--- config.mk ---
export PLATFORM = sky130hd
export DESIGN_NAME = conv_tile_sequencer_flat
export DESIGN_NICKNAME = d
export VERILOG_FILES = /design/src/rtl/tproc_seq_pkg.sv /design/src/rtl/conv_tile_sequencer_if.sv /design/src/rtl/seq_down_counter.sv /design/src/rtl/conv_tile_sequencer.sv /design/src/flat_wrapper.sv
export SDC_FILE = /design/constraint.sdc
export NUM_CORES = 1
export LEC_CHECK = 0
export ABC_AREA = 1
export CAP_MARGIN = 10
export CORE_MARGIN = 2
export CORE_UTILIZATION = 40
export DETAILED_ROUTE_END_ITERATION = 8
export GPL_TIMING_DRIVEN = 0
export SLEW_MARGIN = 0
export SYNTH_ARGS = -nofsm -noshare
export SYNTH_HDL_FRONTEND = slang
export SYNTH_HIERARCHICAL = 1
export SYNTH_SLANG_ARGS = --single-unit
--- constraint.sdc ---
create_clock -name clk -period 4.5 [get_ports clk]
set_input_delay 0.9 -clock clk [delete_from_list [all_inputs] [get_ports clk]]
set_output_delay 0.9 -clock clk [all_outputs]
set_load 0.05 [all_outputs]
--- src/rtl/tproc_seq_pkg.sv ---
// Shared definitions for the convolution tile sequencer: state encoding,
// operation codes and default widths.
package tproc_seq_pkg;

    localparam int TM_DEF        = 16;
    localparam int DRAIN_LAT_DEF = 4;
    localparam int TILE_W_DEF    = 12;
    localparam int CNT_W         = 16;
    localparam int ADDR_W        = 16;

    localparam logic [7:0] COM_CONV   = 8'h01;
    localparam logic [7:0] COM_DWCONV = 8'h02;
    localparam logic [7:0] COM_PWCONV = 8'h04;

    typedef enum logic [2:0] {
        ST_IDLE       = 3'd0,
        ST_CONFIG     = 3'd1,
        ST_SHIFT      = 3'd2,
        ST_WAIT_SHIFT = 3'd3,
        ST_COMPUTE    = 3'd4,
        ST_DRAIN      = 3'd5,
        ST_FINISH     = 3'd6
    } seq_state_t;

endpackage

--- src/rtl/conv_tile_sequencer_if.sv ---
// Control/status bundle between the job host, the vertical register and the
// weight memory. perf_cycles exists only when SEQ_PERF_CNT_EN is defined.
interface conv_tile_sequencer_if #(
    parameter int TILE_W = tproc_seq_pkg::TILE_W_DEF
);
    import tproc_seq_pkg::*;

    // Job control: start is a single-cycle request, only honoured while idle;
    // shift_done is a single-cycle completion pulse, only honoured in WAIT_SHIFT.
    logic              start;
    logic              abort;
    logic [7:0]        com_type;
    logic [TILE_W-1:0] num_tiles;
    logic              shift_done;

    logic              config_enable;
    logic              config_clear;
    logic [7:0]        com_type_o;
    logic              virtical_reg_shift;
    logic              virreg_input_sel;
    logic [ADDR_W-1:0] weight_addr;
    logic              weight_read_en;
    logic              tile_done;
    logic              busy;
    logic              done;
    logic              err;
`ifdef SEQ_PERF_CNT_EN
    logic [31:0]       perf_cycles;
`endif

    modport master (
`ifdef SEQ_PERF_CNT_EN
        input  perf_cycles,
`endif
        output start, abort, com_type, num_tiles, shift_done,
        input  config_enable, config_clear, com_type_o, virtical_reg_shift,
        input  virreg_input_sel, weight_addr, weight_read_en, tile_done,
        input  busy, done, err
    );

    modport slave (
`ifdef SEQ_PERF_CNT_EN
        output perf_cycles,
`endif
        input  start, abort, com_type, num_tiles, shift_done,
        output config_enable, config_clear, com_type_o, virtical_reg_shift,
        output virreg_input_sel, weight_addr, weight_read_en, tile_done,
        output busy, done, err
    );

endinterface

--- src/rtl/seq_down_counter.sv ---
// Loadable down counter used as the COMPUTE and DRAIN window timer; zero
// flags the final cycle of the window.
module seq_down_counter #(
    parameter int W = 16
) (
    input  logic         clk,
    input  logic         rst,
    input  logic         load,
    input  logic [W-1:0] load_val,
    input  logic         en,
    output logic         zero
);

    logic [W-1:0] count;

    always_ff @(posedge clk) begin
        if (rst) begin
            count <= '0;
        end else if (load) begin
            count <= load_val;
        end else if (en && (count != '0)) begin
            count <= count - W'(1);
        end
    end

    assign zero = (count == '0);

endmodule

--- src/rtl/conv_tile_sequencer.sv ---
// Per-job tile sequencer: config, shift, weight sweep and drain per tile.
// Optional busy-cycle counter under SEQ_PERF_CNT_EN.
module conv_tile_sequencer
    import tproc_seq_pkg::*;
#(
    parameter int TM        = TM_DEF,
    parameter int DRAIN_LAT = DRAIN_LAT_DEF,
    parameter int TILE_W    = TILE_W_DEF
) (
    input  logic                  clk,
    input  logic                  rst,
    conv_tile_sequencer_if.slave  bus,
    output seq_state_t            state_dbg
);

    seq_state_t        state;
    seq_state_t        state_nx;
    logic              cnt_load;
    logic [CNT_W-1:0]  cnt_val;
    logic              cnt_en;
    logic              cnt_zero;
    logic [TILE_W-1:0] tiles_left;
    logic              abort_job;
    logic              tile_end;

    assign abort_job = bus.abort && (state != ST_IDLE);
    assign tile_end  = (state == ST_DRAIN) && cnt_zero;
    assign cnt_en    = (state == ST_COMPUTE) || (state == ST_DRAIN);
    assign state_dbg = state;

    always_ff @(posedge clk) begin
        if (rst) begin
            state <= ST_IDLE;
        end else begin
            state <= state_nx;
        end
    end

    always_comb begin
        state_nx = state;
        cnt_load = 1'b0;
        cnt_val  = '0;
        case (state)
            ST_IDLE: begin
                if (bus.start && (bus.com_type == COM_CONV)) state_nx = ST_CONFIG;
            end
            ST_CONFIG: state_nx = ST_SHIFT;
            ST_SHIFT:  state_nx = ST_WAIT_SHIFT;
            ST_WAIT_SHIFT: begin
                if (bus.shift_done) begin
                    state_nx = ST_COMPUTE;
                    cnt_load = 1'b1;
                    cnt_val  = CNT_W'(TM - 1);
                end
            end
            ST_COMPUTE: begin
                if (cnt_zero) begin
                    state_nx = ST_DRAIN;
                    cnt_load = 1'b1;
                    cnt_val  = CNT_W'(DRAIN_LAT - 1);
                end
            end
            ST_DRAIN: begin
                if (cnt_zero) state_nx = (tiles_left > TILE_W'(1)) ? ST_SHIFT : ST_FINISH;
            end
            ST_FINISH: state_nx = ST_IDLE;
            default:   state_nx = ST_IDLE;
        endcase
        // Abort overrides every transition, including a pending timer load.
        if (abort_job) begin
            state_nx = ST_IDLE;
            cnt_load = 1'b0;
        end
    end

    seq_down_counter #(.W(CNT_W)) u_timer (
        .clk      (clk),
        .rst      (rst),
        .load     (cnt_load),
        .load_val (cnt_val),
        .en       (cnt_en),
        .zero     (cnt_zero)
    );

    // Outputs are registered from the next state so each one lines up with
    // the cycle its state is occupied.
    always_ff @(posedge clk) begin
        if (rst) begin
            bus.config_enable      <= 1'b0;
            bus.config_clear       <= 1'b0;
            bus.com_type_o         <= '0;
            bus.virtical_reg_shift <= 1'b0;
            bus.virreg_input_sel   <= 1'b0;
            bus.weight_addr        <= '0;
            bus.weight_read_en     <= 1'b0;
            bus.tile_done          <= 1'b0;
            bus.busy               <= 1'b0;
            bus.done               <= 1'b0;
            bus.err                <= 1'b0;
            tiles_left             <= '0;
        end else begin
            bus.config_enable      <= (state_nx == ST_CONFIG);
            bus.virtical_reg_shift <= (state_nx == ST_SHIFT);
            bus.weight_read_en     <= (state_nx == ST_COMPUTE);
            bus.busy               <= (state_nx != ST_IDLE);
            bus.done               <= (state_nx == ST_FINISH);
            bus.config_clear       <= (state_nx == ST_FINISH) || abort_job;
            bus.tile_done          <= tile_end && !abort_job;
            bus.err                <= (state == ST_IDLE) && bus.start && (bus.com_type != COM_CONV);

            if (state_nx == ST_COMPUTE) begin
                bus.weight_addr <= (state == ST_COMPUTE) ? bus.weight_addr + ADDR_W'(1) : '0;
            end else begin
                bus.weight_addr <= '0;
            end

            if ((state == ST_IDLE) && (state_nx == ST_CONFIG)) begin
                bus.com_type_o <= bus.com_type;
                tiles_left     <= (bus.num_tiles == '0) ? TILE_W'(1) : bus.num_tiles;
            end else if (tile_end && (state_nx == ST_SHIFT)) begin
                tiles_left <= tiles_left - TILE_W'(1);
            end

            // Ping-pong select flips between tiles and restarts at 0 each job.
            if (tile_end && (state_nx == ST_SHIFT)) begin
                bus.virreg_input_sel <= ~bus.virreg_input_sel;
            end else if ((state_nx == ST_CONFIG) || (state_nx == ST_IDLE)) begin
                bus.virreg_input_sel <= 1'b0;
            end
        end
    end

`ifdef SEQ_PERF_CNT_EN
    always_ff @(posedge clk) begin
        if (rst) begin
            bus.perf_cycles <= '0;
        end else if ((state == ST_IDLE) && (state_nx == ST_CONFIG)) begin
            bus.perf_cycles <= '0;
        end else if (bus.busy) begin
            bus.perf_cycles <= bus.perf_cycles + 32'd1;
        end
    end
`else
    // No busy-cycle history is kept in this build.
`endif

endmodule

--- src/flat_wrapper.sv ---
// flat-port wrapper written by rule: the top's interface ports become plain ports
module conv_tile_sequencer_flat import tproc_seq_pkg::*;
#(
    parameter int TM        = TM_DEF,
    parameter int DRAIN_LAT = DRAIN_LAT_DEF,
    parameter int TILE_W    = TILE_W_DEF
)
  (clk, rst, state_dbg, bus_start, bus_abort, bus_com_type, bus_num_tiles, bus_shift_done, bus_config_enable, bus_config_clear, bus_com_type_o, bus_virtical_reg_shift, bus_virreg_input_sel, bus_weight_addr, bus_weight_read_en, bus_tile_done, bus_busy, bus_done, bus_err);
  conv_tile_sequencer_if #(.TILE_W(TILE_W)) bus_i ();
  input  logic clk;
  input  logic rst;
  output seq_state_t state_dbg;
  input wire logic [$bits(bus_i.start)-1:0] bus_start;
  input wire logic [$bits(bus_i.abort)-1:0] bus_abort;
  input wire logic [$bits(bus_i.com_type)-1:0] bus_com_type;
  input wire logic [$bits(bus_i.num_tiles)-1:0] bus_num_tiles;
  input wire logic [$bits(bus_i.shift_done)-1:0] bus_shift_done;
  output wire logic [$bits(bus_i.config_enable)-1:0] bus_config_enable;
  output wire logic [$bits(bus_i.config_clear)-1:0] bus_config_clear;
  output wire logic [$bits(bus_i.com_type_o)-1:0] bus_com_type_o;
  output wire logic [$bits(bus_i.virtical_reg_shift)-1:0] bus_virtical_reg_shift;
  output wire logic [$bits(bus_i.virreg_input_sel)-1:0] bus_virreg_input_sel;
  output wire logic [$bits(bus_i.weight_addr)-1:0] bus_weight_addr;
  output wire logic [$bits(bus_i.weight_read_en)-1:0] bus_weight_read_en;
  output wire logic [$bits(bus_i.tile_done)-1:0] bus_tile_done;
  output wire logic [$bits(bus_i.busy)-1:0] bus_busy;
  output wire logic [$bits(bus_i.done)-1:0] bus_done;
  output wire logic [$bits(bus_i.err)-1:0] bus_err;
  assign bus_i.start = bus_start;
  assign bus_i.abort = bus_abort;
  assign bus_i.com_type = bus_com_type;
  assign bus_i.num_tiles = bus_num_tiles;
  assign bus_i.shift_done = bus_shift_done;
  assign bus_config_enable = bus_i.config_enable;
  assign bus_config_clear = bus_i.config_clear;
  assign bus_com_type_o = bus_i.com_type_o;
  assign bus_virtical_reg_shift = bus_i.virtical_reg_shift;
  assign bus_virreg_input_sel = bus_i.virreg_input_sel;
  assign bus_weight_addr = bus_i.weight_addr;
  assign bus_weight_read_en = bus_i.weight_read_en;
  assign bus_tile_done = bus_i.tile_done;
  assign bus_busy = bus_i.busy;
  assign bus_done = bus_i.done;
  assign bus_err = bus_i.err;
  conv_tile_sequencer #(.TM(TM), .DRAIN_LAT(DRAIN_LAT), .TILE_W(TILE_W)) u_core (.clk(clk), .rst(rst), .bus(bus_i), .state_dbg(state_dbg));
endmodule
==> results by group, run 1 <==
Timing
  • Max Freq: 307 MHz
  • Tmin final: 3.26 ns
  • Max Slew Vio Count: 0
  • RSZ-0062 raised after global routing: no
  • Slew headroom: 0.652
  • Period utilization: 0.723
  • Final setup vio count: 0
  • Setup TNS: 0 ns
  • Worst Skew: 0.0118 ns
  • Worst-Margin Slew: 0.520 ns
  • Fin. Hold Viols: 0
  • Hold slack: 0.457 ns

Critical path
  • Data required time of the critical path: 4.73 ns
  • Worst setup EP type: flip-flop
  • RR Endpoint: u_core/u_timer/count[13]
  • Worst Setup SP: u_core/u_timer/count[0]
  • Crit-path max FO: 10
  • Critical Path Source Type: flip-flop
  • Stages on the worst setup path: 17
  • Critical path's slowest cell: nor4_1
  • Reg2reg start: u_core/u_timer/count[0]
  • Most Frequent Cell on Critical Path: inv_1
  • Critical path type: reg -> reg
  • CP Cell Sequence: inv_1, ha_1, inv_1, nor2_1, nand3_1, nor2_1, nand2_1, nor4_1, inv_1, o21ai_0, nand2_1, inv_1, inv_1, buf_2, or2_2, nand2_1, a21oi_1
  • CP Buf/Inv Count: 6
  • Delay-heaviest family, CP: simple AND/OR/NAND/NOR gates
  • Worst EP arrival: 3.49 ns
  • R2R Setup Slk: 1.24 ns
  • CP peak stage delay: 0.37 ns
  • Reg2reg path depth: 17

Final layout
  • Layout cells sized above 1: 0.0956
  • Antenna diode instance count: 0
  • Area Growth Syn to Fin: 27.4%
  • Commonest non-fill, non-tap cell in the layout: nand2_1
  • Most frequent cells in the layout: nand2_1 (126), nor2_1 (116), dfxtp_1 (64), inv_1 (63), clkdlybuf4s50_1 (60)
  • Multi-input logic area: 2030 µm²
  • Nets: 663
  • Filler cells: 888
  • FF+latch area: 1280 µm²

Floorplanning
  • Die width: 98.8 µm
  • Initial Util: 0.412
  • Die Y: 98.8 µm
  • Row cnt: 34
  • Die ar.: 9760 µm²
  • I/O pin count: 61
  • Core area: 8720 µm²

Place
  • HPWL Detailed: 6570 µm
  • RePlAce Congestion: 0.821
  • Port Buf Inserts: 60

Drt
  • Residual DRC: 0
  • Vias post-DR: 3509
  • 1st-pass router iterations: 5
  • Antenna-violating nets left: 0
  • Vias/cell: 4.70
  • Post-Route WL: 8710 µm
  • Wire per inst: 11.7 µm
  • Iteration-0 DRC Markers: 87

Power
  • Leakage power: 2.16 nW
  • Worst vdd ir: 0.000131 V
  • Power Dens Cells: 254 nW/µm²
  • Total power: 1.16 mW

Synthesis
  • Post-synth design cell area: 3590 µm²
  • Sequential-to-total area share from yosys stat: 0.356
  • Register bit count reported by yosys: 64
  • Simple-gate share of the synthesized area: 0.422
  • Leading area contributor after synthesis: dfxtp_1
  • Post-synth top area share: 0.356
  • Average size of a mapped cell: 6.51 µm²
  • Post-synthesis mux area share: 0
  • Synth Area in Adders: 0.0139
  • Synth Area in XOR/XNOR: 0.0536
  • Largest family of logic cells by synthesized area: simple AND/OR/NAND/NOR gates
  • Compound-Gate Fraction of Synth Area: 0.0637
  • Synth cell types: 33
  • Ys Warns: 6
  • Syn Inst Count: 552
  • Top cells by area, synth: dfxtp_1 (36%), nand2_1 (13%), nor2_1 (12%)

Clock tree
  • # hold bufs at CTS: 0
  • CTS tree: done
  • Postcts setup bufs: 0
  • Clk root buf: clkbuf_8
  • Post-CTS Resized: 0
  • Clk_lat worst skew: 0.34 ns
  • CTS Buf Count: 9
  • Clk buf depth: 2
  • Clk slew on worst S/H paths: 0.08 ns
  • H-tree depth: 3
  • Clock sink count: 64

Worst hold path
  • Worst Hold Path EP: u_core/bus.com_type_o[4]
  • WHS Path Cells: 2
  • Min-Delay Path Class: reg -> reg
  • Hold path start: u_core/bus.com_type_o[4]

Global route
  • Initial antenna violation count: 0
  • Vias in the first global route: 3464
  • Remaining global-route overflow: 0
  • Largest net degree at the start of global routing: 12
  • Overall routing resource usage: 0.188
  • Global-route wire length before repair: 15100 µm

Run status
  • Run status: complete, no violations

Run
  • Max cap viols: 0
## cell families after synthesis
family | count (synthesis)
and+or+nand+nor | 340
buffers and inverters | 78
DFF | 64
AOI/OAI and AO/OA | 43
xor gates and xnor gates | 22
adders and majority gates | 4
other | 1
## through the flow
step / utilization / worst slack, ns / area (µm²) / instances
2_1_floorplan: - / 1.88 / 3640 / 563
3_3_place_gp: 0.501 / 1.34 / 4370 / 731
3_5_place_dp: 0.501 / 1.29 / 4370 / 731
4_1_cts: 0.525 / 1.28 / 4580 / 746
5_1_grt: 0.525 / 0.859 / 4580 / 746
6_report: 0.525 / 1.24 / 4580 / 746
## cell type report
class	count	share of cell area
Buffer	12	0.0158
Clock buffer	9	0.0270
Clock inverter	6	0.0186
Inverter	66	0.0541
Multi-Input combinational cell	421	0.444
Sequential cell	64	0.280
Tap cell	108	0.0295
Timing Repair Buffer	60	0.131
## synthesized netlist by cell type (all sizes together)
cell    instances
conb            1
dfxtp          64
or2             2
xnor2           9
o21ai          24
buf             8
nand4           9
a31oi           1
inv            65
o22ai           1
ha              4
clkinv          1
nor3            3
nor4            4
nand2         138
a21oi          14
nand3          49
xor2           13
clkbuf          4
nor2          135
o21bai          2
a211oi          1
## power breakdown
group	internal (mW)	leakage, nW	switching [mW]	total, mW
Clock	0.307	0.101	0.238	0.545
Sequential	0.567	0.515	0.000640	0.567
Combinational	0.0266	1.54	0.0250	0.0516
Total	0.900	2.16	0.263	1.16
## tightest hold or removal path, delay by kind of cell, from the launching register on
kind	cells	cell delay (ns)
flip-flops	1	0.31
buffers and inverters	1	0.04
AND/OR/NAND/NOR	1	0.07
## metal layers
metal,wire length (µm),part of all wire,track usage,vias to the layer above
met3,262,0.030,0.0319,13
met2,4410,0.51,0.347,57
met5,0,0,0,-
met4,127,0.015,0.0832,0
li1,-,-,-,1871
met1,3910,0.45,0.211,1568
## sequential cells by signal, indices dropped and copies added, names as in the netlist
name,count
u_core/bus.err,1
u_core/bus.weight_read_en,1
u_core/u_timer/count,16
u_core/bus.busy,1
u_core/bus.config_enable,1
u_core/bus.done,1
u_core/bus.weight_addr,16
u_core/bus.com_type_o,8
u_core/bus.virreg_input_sel,1
u_core/tiles_left,12
u_core/bus.config_clear,1
u_core/bus.virtical_reg_shift,1
u_core/bus.tile_done,1
u_core/state_dbg,3
## how the worst max path moves through the flow
stage | end | slack (ns)
global route | u_core/u_timer/count[14] | 0.86
finish | u_core/u_timer/count[13] | 1.24
global placement | u_core/u_timer/count[14] | 1.34
floorplan | u_core/u_timer/count[13] | 1.88
CTS | u_core/u_timer/count[14] | 1.28
detailed placement | u_core/u_timer/count[14] | 1.29
Note: power is estimated with default switching activity, not from simulation.
==> inputs of run 2 (changes only) <==
==> constraint.sdc (replaced) <==
create_clock -name clk -period 3.3 [get_ports clk]
set_input_delay 0.66 -clock clk [delete_from_list [all_inputs] [get_ports clk]]
set_output_delay 0.66 -clock clk [all_outputs]
set_load 0.05 [all_outputs]
==> run 2 against run 1 <==
Effect of this change:
- core utilization up 0.11 points
- die area did not move
- non-clock buffer count is the same
- critical path type unchanged
- critical endpoint unchanged
==> results by group, run 2 (synthesized netlist as in run 1, its figures left out) <==
Run status
  • Run status: complete, no violations

Timing
  • Period utilization: 0.897 (+0.174)
  • Fin. Hold Viols: 0 (unchanged)
  • Max Freq: 338 MHz (+9.9%)
  • Slew headroom: 0.652 (unchanged)
  • Worst Skew: 0.0118 ns (+0.00000970 ns)
  • Tmin final: 2.96 ns (-0.294 ns)
  • Max Slew Vio Count: 0 (unchanged)
  • Setup TNS: 0 ns (unchanged)
  • Hold slack: 0.457 ns (+0.0000140 ns)
  • Final setup vio count: 0 (unchanged)
  • RSZ-0062 raised after global routing: no
  • Worst-Margin Slew: 0.520 ns (-0.000000656 ns)

Global route
  • Overall routing resource usage: 0.188 (unchanged)
  • Global-route wire length before repair: 15100 µm (unchanged)
  • Initial antenna violation count: 0 (unchanged)
  • Largest net degree at the start of global routing: 12 (unchanged)
  • Gr busiest metal: met2
  • M2 GR Usage: 0.347 (unchanged)
  • Remaining global-route overflow: 0 (unchanged)
  • Vias in the first global route: 3464 (unchanged)
  • M1 GR Usage: 0.211 (unchanged)
  • Met3 usage: 0.0319 (unchanged)

Final layout
  • Layout cells sized above 1: 0.0987 (+0.00313)
  • Commonest non-fill, non-tap cell in the layout: nand2_1
  • Antenna diode instance count: 0 (unchanged)
  • Most frequent cells in the layout: nand2_1 (126), nor2_1 (116), dfxtp_1 (64), inv_1 (63), clkdlybuf4s50_1 (60)
  • Top flop regs: u_core/bus.weight_addr x16, u_core/u_timer/count x16, u_core/tiles_left x12
  • Nets: 663 (unchanged)
  • Area Growth Syn to Fin: 27.7%
  • Filler cells: 884 (-0.45%)

Worst hold path
  • Min-Delay Path Class: reg -> reg

Critical path
  • Delay-heaviest family, CP: simple AND/OR/NAND/NOR gates
  • Critical Path Source Type: flip-flop
  • Data required time of the critical path: 3.53 ns (-1.20 ns)
  • CP Cell Sequence: inv_1, ha_1, inv_1, nor2_1, nand3_1, nor2_1, nand2_1, nor4_2, inv_1, o21ai_2, nand2_1, inv_1, inv_1, buf_2, or2_2, nand2_1, a21oi_1
  • Worst EP arrival: 3.19 ns (-0.30 ns)
  • Critical path type: reg -> reg
  • CP peak stage delay: 0.33 ns (-0.04 ns)
  • Most Frequent Cell on Critical Path: inv_1
  • Worst setup EP type: flip-flop
  • Critical path's slowest cell: dfxtp_1
  • CP Buf/Inv Count: 6 (unchanged)
  • Crit-path max FO: 10 (unchanged)

Drt
  • Vias/cell: 4.68 (-0.46%)
  • Iteration-0 DRC Markers: 98 (+13%)
  • Residual DRC: 0 (unchanged)
  • 1st-pass router iterations: 4 (-1)
  • Vias post-DR: 3493 (-0.46%)
  • Antenna-violating nets left: 0 (unchanged)
  • Wire per inst: 11.8 µm (+0.62%)
  • Post-Route WL: 8770 µm (+0.62%)

Floorplanning
  • Die Y: 98.8 µm (unchanged)
  • Row cnt: 34 (unchanged)
  • Die width: 98.8 µm (unchanged)
  • I/O pin count: 61 (unchanged)
  • Initial Util: 0.412 (unchanged)
  • Die ar.: 9760 µm² (unchanged)
  • Core area: 8720 µm² (unchanged)

Power
  • NetSw: 0.358 mW (+36%)
  • Power Dens Cells: 345 nW/µm² (+36%)
  • Leakage power: 2.16 nW (+0.17%)
  • Sw frac: 0.226 (-0.000755)
  • Cell internal pwr: 1.23 mW (+36%)
  • Worst vdd ir: 0.000178 V (+36%)
  • Logic gate share of total power: 0.044 (about the same)
  • Sequential share of power: 0.488 (about the same)
  • Clock power share: 0.467 (about the same)

Clock tree
  • Clk root buf: clkbuf_8
  • Clk buf depth: 2 (unchanged)
  • # hold bufs at CTS: 0 (unchanged)
  • H-tree depth: 3 (unchanged)
  • Clk slew on worst S/H paths: 0.08 ns (about the same)
  • CTS tree: done
  • CTS Buf Count: 9 (unchanged)
  • Clk_lat worst skew: 0.34 ns (about the same)
  • Clock sink count: 64 (unchanged)

Place
  • RePlAce Congestion: 0.821 (unchanged)
  • HPWL Detailed: 6570 µm (unchanged)
  • Port Buf Inserts: 60 (unchanged)

Run
  • Max cap viols: 0 (unchanged)
run 2: cell types whose count changed in the layout (fill, tap and decap cells not counted):
cell,previous run,this run
nor4_2,0,1
o21ai_0,20,19
nor4_1,4,3
o21ai_2,1,2
run 2: area by class of cell:
cell class | count | area (µm²) | area share
tap | 108 | 135 | 0.0294
clock inverter | 6 | 85.1 | 0.0185
sequential | 64 | 1280 | 0.279
buffer | 12 | 72.6 | 0.0158
inverter | 66 | 248 | 0.0540
clock buffer | 9 | 124 | 0.0270
timing repair buffer | 60 | 601 | 0.131
multi-input combinational | 421 | 2040 | 0.445
run 2: through the flow:
step	cell area, µm²	power, mW	setup slack (ns)	utilization	std cells
2_1_floorplan	3640	0.822	0.676	-	563
3_3_place_gp	4370	0.861	0.137	0.501	731
3_5_place_dp	4370	0.862	0.0925	0.501	731
4_1_cts	4580	1.61	0.0766	0.525	746
5_1_grt	4590	1.64	0.0119	0.526	746
6_report	4590	1.59	0.339	0.526	746
run 2: worst min-delay path: cells and delay by family, from the launching register on:
family                 cells  cell delay [ns]
buffers and inverters      1             0.04
and+or+nand+nor            1             0.07
DFF                        1             0.31
run 2: routing by layer:
layer  vias up  wire length (µm)
met2        52              4480
li1       1869                 -
met3         9               261
met1      1563              3930
met4         0                99
met5         -                 0
run 2: worst paths after layout:
| kind | from | to | slack [ns] | cells past startpoint |
|---|---|---|---|---|
| worst min register to register | u_core/bus.com_type_o[4] | u_core/bus.com_type_o[4] | 0.46 | 2 |
| worst max register to register | u_core/u_timer/count[0] | u_core/u_timer/count[13] | 0.34 | 17 |
| worst max-delay path | u_core/u_timer/count[0] | u_core/u_timer/count[13] | 0.34 | 17 |
| worst min-delay path | u_core/bus.com_type_o[4] | u_core/bus.com_type_o[4] | 0.46 | 2 |
run 2: power groups by stage:
stage          sequential, mW  clock [mW]  combinational [mW]
6_report                0.774       0.741              0.0705
3_3_place_gp            0.792           0              0.0696
3_5_place_dp            0.792           0              0.0705
5_1_grt                 0.774       0.788              0.0778
2_1_floorplan           0.795           0              0.0262
4_1_cts                 0.774       0.761              0.0707
run 2: what timing repair did:
action | 4_1_cts | 5_1_grt
buffers inserted | 0 | 0
resized for setup | 0 | 3
setup endpoints to repair | 0 | 21
endpoints found under the hold margin | 0 | 0
==> inputs of run 3 (changes only) <==
--- a/config.mk
+++ b/config.mk
@@ -9,9 +9,10 @@
 export CAP_MARGIN = 10
 export CORE_MARGIN = 2
 export CORE_UTILIZATION = 40
+export CTS_BUF_LIST = sky130_fd_sc_hd__clkbuf_16
 export DETAILED_ROUTE_END_ITERATION = 8
-export GPL_TIMING_DRIVEN = 0
-export SLEW_MARGIN = 0
+export GPL_TIMING_DRIVEN = 1
+export SLEW_MARGIN = 10
 export SYNTH_ARGS = -nofsm -noshare
 export SYNTH_HDL_FRONTEND = slang
 export SYNTH_HIERARCHICAL = 1
==> run 3 against run 2 <==
Effect of this change:
- global-route usage down 0.49 points
- setup slack better by 0.063 ns
- cell count down 0.13%
- critical endpoint is now u_core/u_timer/count[15]
- largest power group is now clock
- highest routed layer unchanged
==> results by group, run 3 (synthesized netlist as in run 1, its figures left out) <==
Run status
  • Run status: complete, no violations

Power
  • Sw frac: 0.203 (-0.0225)
  • NetSw: 0.395 mW (+10%)
  • Power Dens Cells: 411 nW/µm² (+19%)
  • Clock power share: 0.565 (+0.098)
  • Worst vdd ir: 0.000222 V (+25%)
  • Leakage power: 2.23 nW (+3.3%)
  • Cell internal pwr: 1.55 mW (+26%)
  • Logic gate share of total power: 0.036 (-0.008)
  • Sequential share of power: 0.398 (-0.090)
  • Total power: 1.94 mW (+23%)

Floorplanning
  • Row cnt: 34 (unchanged)
  • Initial Util: 0.412 (unchanged)
  • Die width: 98.8 µm (unchanged)
  • Core area: 8720 µm² (unchanged)
  • Die ar.: 9760 µm² (unchanged)
  • I/O pin count: 61 (unchanged)
  • Die Y: 98.8 µm (unchanged)

Critical path
  • CP Cell Sequence: inv_1, ha_1, inv_1, nor2_1, nand3_1, nor2_1, nand2_1, nor4_2, inv_1, o21ai_1, nand2_1, inv_1, clkinvlp_4, buf_4, nor2_1, nor2_1, o21ai_0, nor2_1
  • Critical path's slowest cell: dfxtp_1
  • Worst EP arrival: 3.11 ns (-0.08 ns)
  • Worst setup EP type: flip-flop
  • Crit-path max FO: 13 (+3)
  • Most Frequent Cell on Critical Path: nor2_1
  • Critical Path Source Type: flip-flop
  • CP peak stage delay: 0.32 ns (about the same)
  • Data required time of the critical path: 3.52 ns (about the same)
  • Critical path type: reg -> reg
  • R2R Setup Slk: 0.40 ns (+0.06 ns)

Final layout
  • Most frequent cells in the layout: nand2_1 (126), nor2_1 (116), dfxtp_1 (64), inv_1 (62), clkdlybuf4s50_1 (60)
  • Area Growth Syn to Fin: 31.7%
  • Antenna diode instance count: 0 (unchanged)
  • Fin area: 4740 µm² (+3.2%)
  • Final core utilization: 0.543 (+0.0166)
  • Layout cells sized above 1: 0.104 (+0.00486)
  • Commonest non-fill, non-tap cell in the layout: nand2_1
  • Nets: 661 (-0.30%)
  • Top flop regs: u_core/bus.weight_addr x16, u_core/u_timer/count x16, u_core/tiles_left x12

Clock tree
  • Clk root buf: clkbuf_16
  • H-tree depth: 3 (unchanged)
  • CTS tree: done
  • Clk slew on worst S/H paths: 0.06 ns (-0.02 ns)
  • # hold bufs at CTS: 0 (unchanged)
  • Clk_lat worst skew: 0.33 ns (about the same)
  • Clock sink count: 64 (unchanged)
  • Clk buf depth: 2 (unchanged)
  • CTS Buf Count: 9 (unchanged)

Timing
  • Tmin final: 2.90 ns (-0.0633 ns)
  • Final setup vio count: 0 (unchanged)
  • Max Slew Vio Count: 0 (unchanged)
  • PnR worst setup slack: 0.402 ns (+0.0633 ns)
  • Period utilization: 0.878 (-0.0192)
  • RSZ-0062 raised after global routing: no
  • Max Freq: 345 MHz (+2.2%)
  • Setup TNS: 0 ns (unchanged)
  • Fin. Hold Viols: 0 (unchanged)
  • Worst-Margin Slew: 0.533 ns (+0.0134 ns)
  • Worst Skew: 0.00839 ns (-0.00338 ns)
  • Slew headroom: 0.643 (-0.00895)

Drt
  • Vias/cell: 4.71 (+0.56%)
  • Antenna-violating nets left: 0 (unchanged)
  • Post-Route WL: 8570 µm (-2.3%)
  • 1st-pass router iterations: 5 (+1)
  • Wire per inst: 11.5 µm (-2.2%)
  • Residual DRC: 0 (unchanged)
  • Vias post-DR: 3508 (+0.43%)
  • Iteration-0 DRC Markers: 105 (+7.1%)

Global route
  • Remaining global-route overflow: 0 (unchanged)
  • Initial antenna violation count: 0 (unchanged)
  • Overall routing resource usage: 0.183 (-0.00492)
  • Vias in the first global route: 3253 (-6.1%)
  • Global-route wire length before repair: 14700 µm (-2.6%)
  • Largest net degree at the start of global routing: 21 (+9)

Place
  • Post-DP Area: 4360 µm² (-0.29%)
  • RePlAce Congestion: 0.815 (-0.80%)
  • Worst slack at placement: 0.285 ns (+0.193 ns)
  • Port Buf Inserts: 60 (unchanged)
  • HPWL Detailed: 6400 µm (-2.5%)

Worst hold path
  • Min-Delay Path Class: reg -> reg

Run
  • Max cap viols: 0 (unchanged)
-- run 3: worst max-delay path, delay by kind of cell, from the launching register on --
family / cells / cell delay (ns)
and+or+nand+nor: 9 / 1.00
buffers and inverters: 6 / 0.90
AOI/OAI and AO/OA: 2 / 0.34
DFF: 1 / 0.32
adders and majority gates: 1 / 0.23
-- run 3: routing by layer --
layer	up-vias	GRT usage	share of wire
met5	-	0	0
met4	0	0.0569	0.013
met3	8	0.0362	0.032
met2	67	0.339	0.51
met1	1552	0.212	0.44
li1	1881	-	-
-- run 3: metrics by stage --
stage | instances | hold WS [ns]
2_1_floorplan | 563 | 0.462
3_3_place_gp | 727 | 0.444
3_5_place_dp | 727 | 0.448
4_1_cts | 743 | 0.458
5_1_grt | 745 | 0.473
6_report | 745 | 0.454
-- run 3: path summary, 6_finish.rpt --
| path | startpoint | endpoint | cells after the start |
|---|---|---|---|
| setup reg to reg | u_core/u_timer/count[0] | u_core/u_timer/count[15] | 18 |
| hold / removal | u_core/bus.com_type_o[1] | u_core/bus.com_type_o[1] | 2 |
| hold reg to reg | u_core/bus.com_type_o[1] | u_core/bus.com_type_o[1] | 2 |
| setup / recovery | u_core/u_timer/count[0] | u_core/u_timer/count[15] | 18 |
-- run 3: timing repair --
item,CTS,global route
resized for setup,0,4
endpoints found under the setup margin,0,16
setup buffers,0,2
-- run 3: power by group through the flow --
stage	Combinational [mW]	Sequential, mW	Clock (mW)
final	0.0704	0.775	1.10
after global routing	0.0781	0.775	1.16
after CTS	0.0710	0.775	1.13
after detailed placement	0.0707	0.792	0
after global placement	0.0701	0.792	0
after floorplan	0.0262	0.795	0
-- run 3: layout make-up --
class	instances	area, µm²
clock buffers	9	225
flip-flops and latches	64	1280
multi-input cells	421	2050
inverters	66	251
well taps	108	135
repair buffers	70	676
clock inverters	7	119
fillers	882	3990
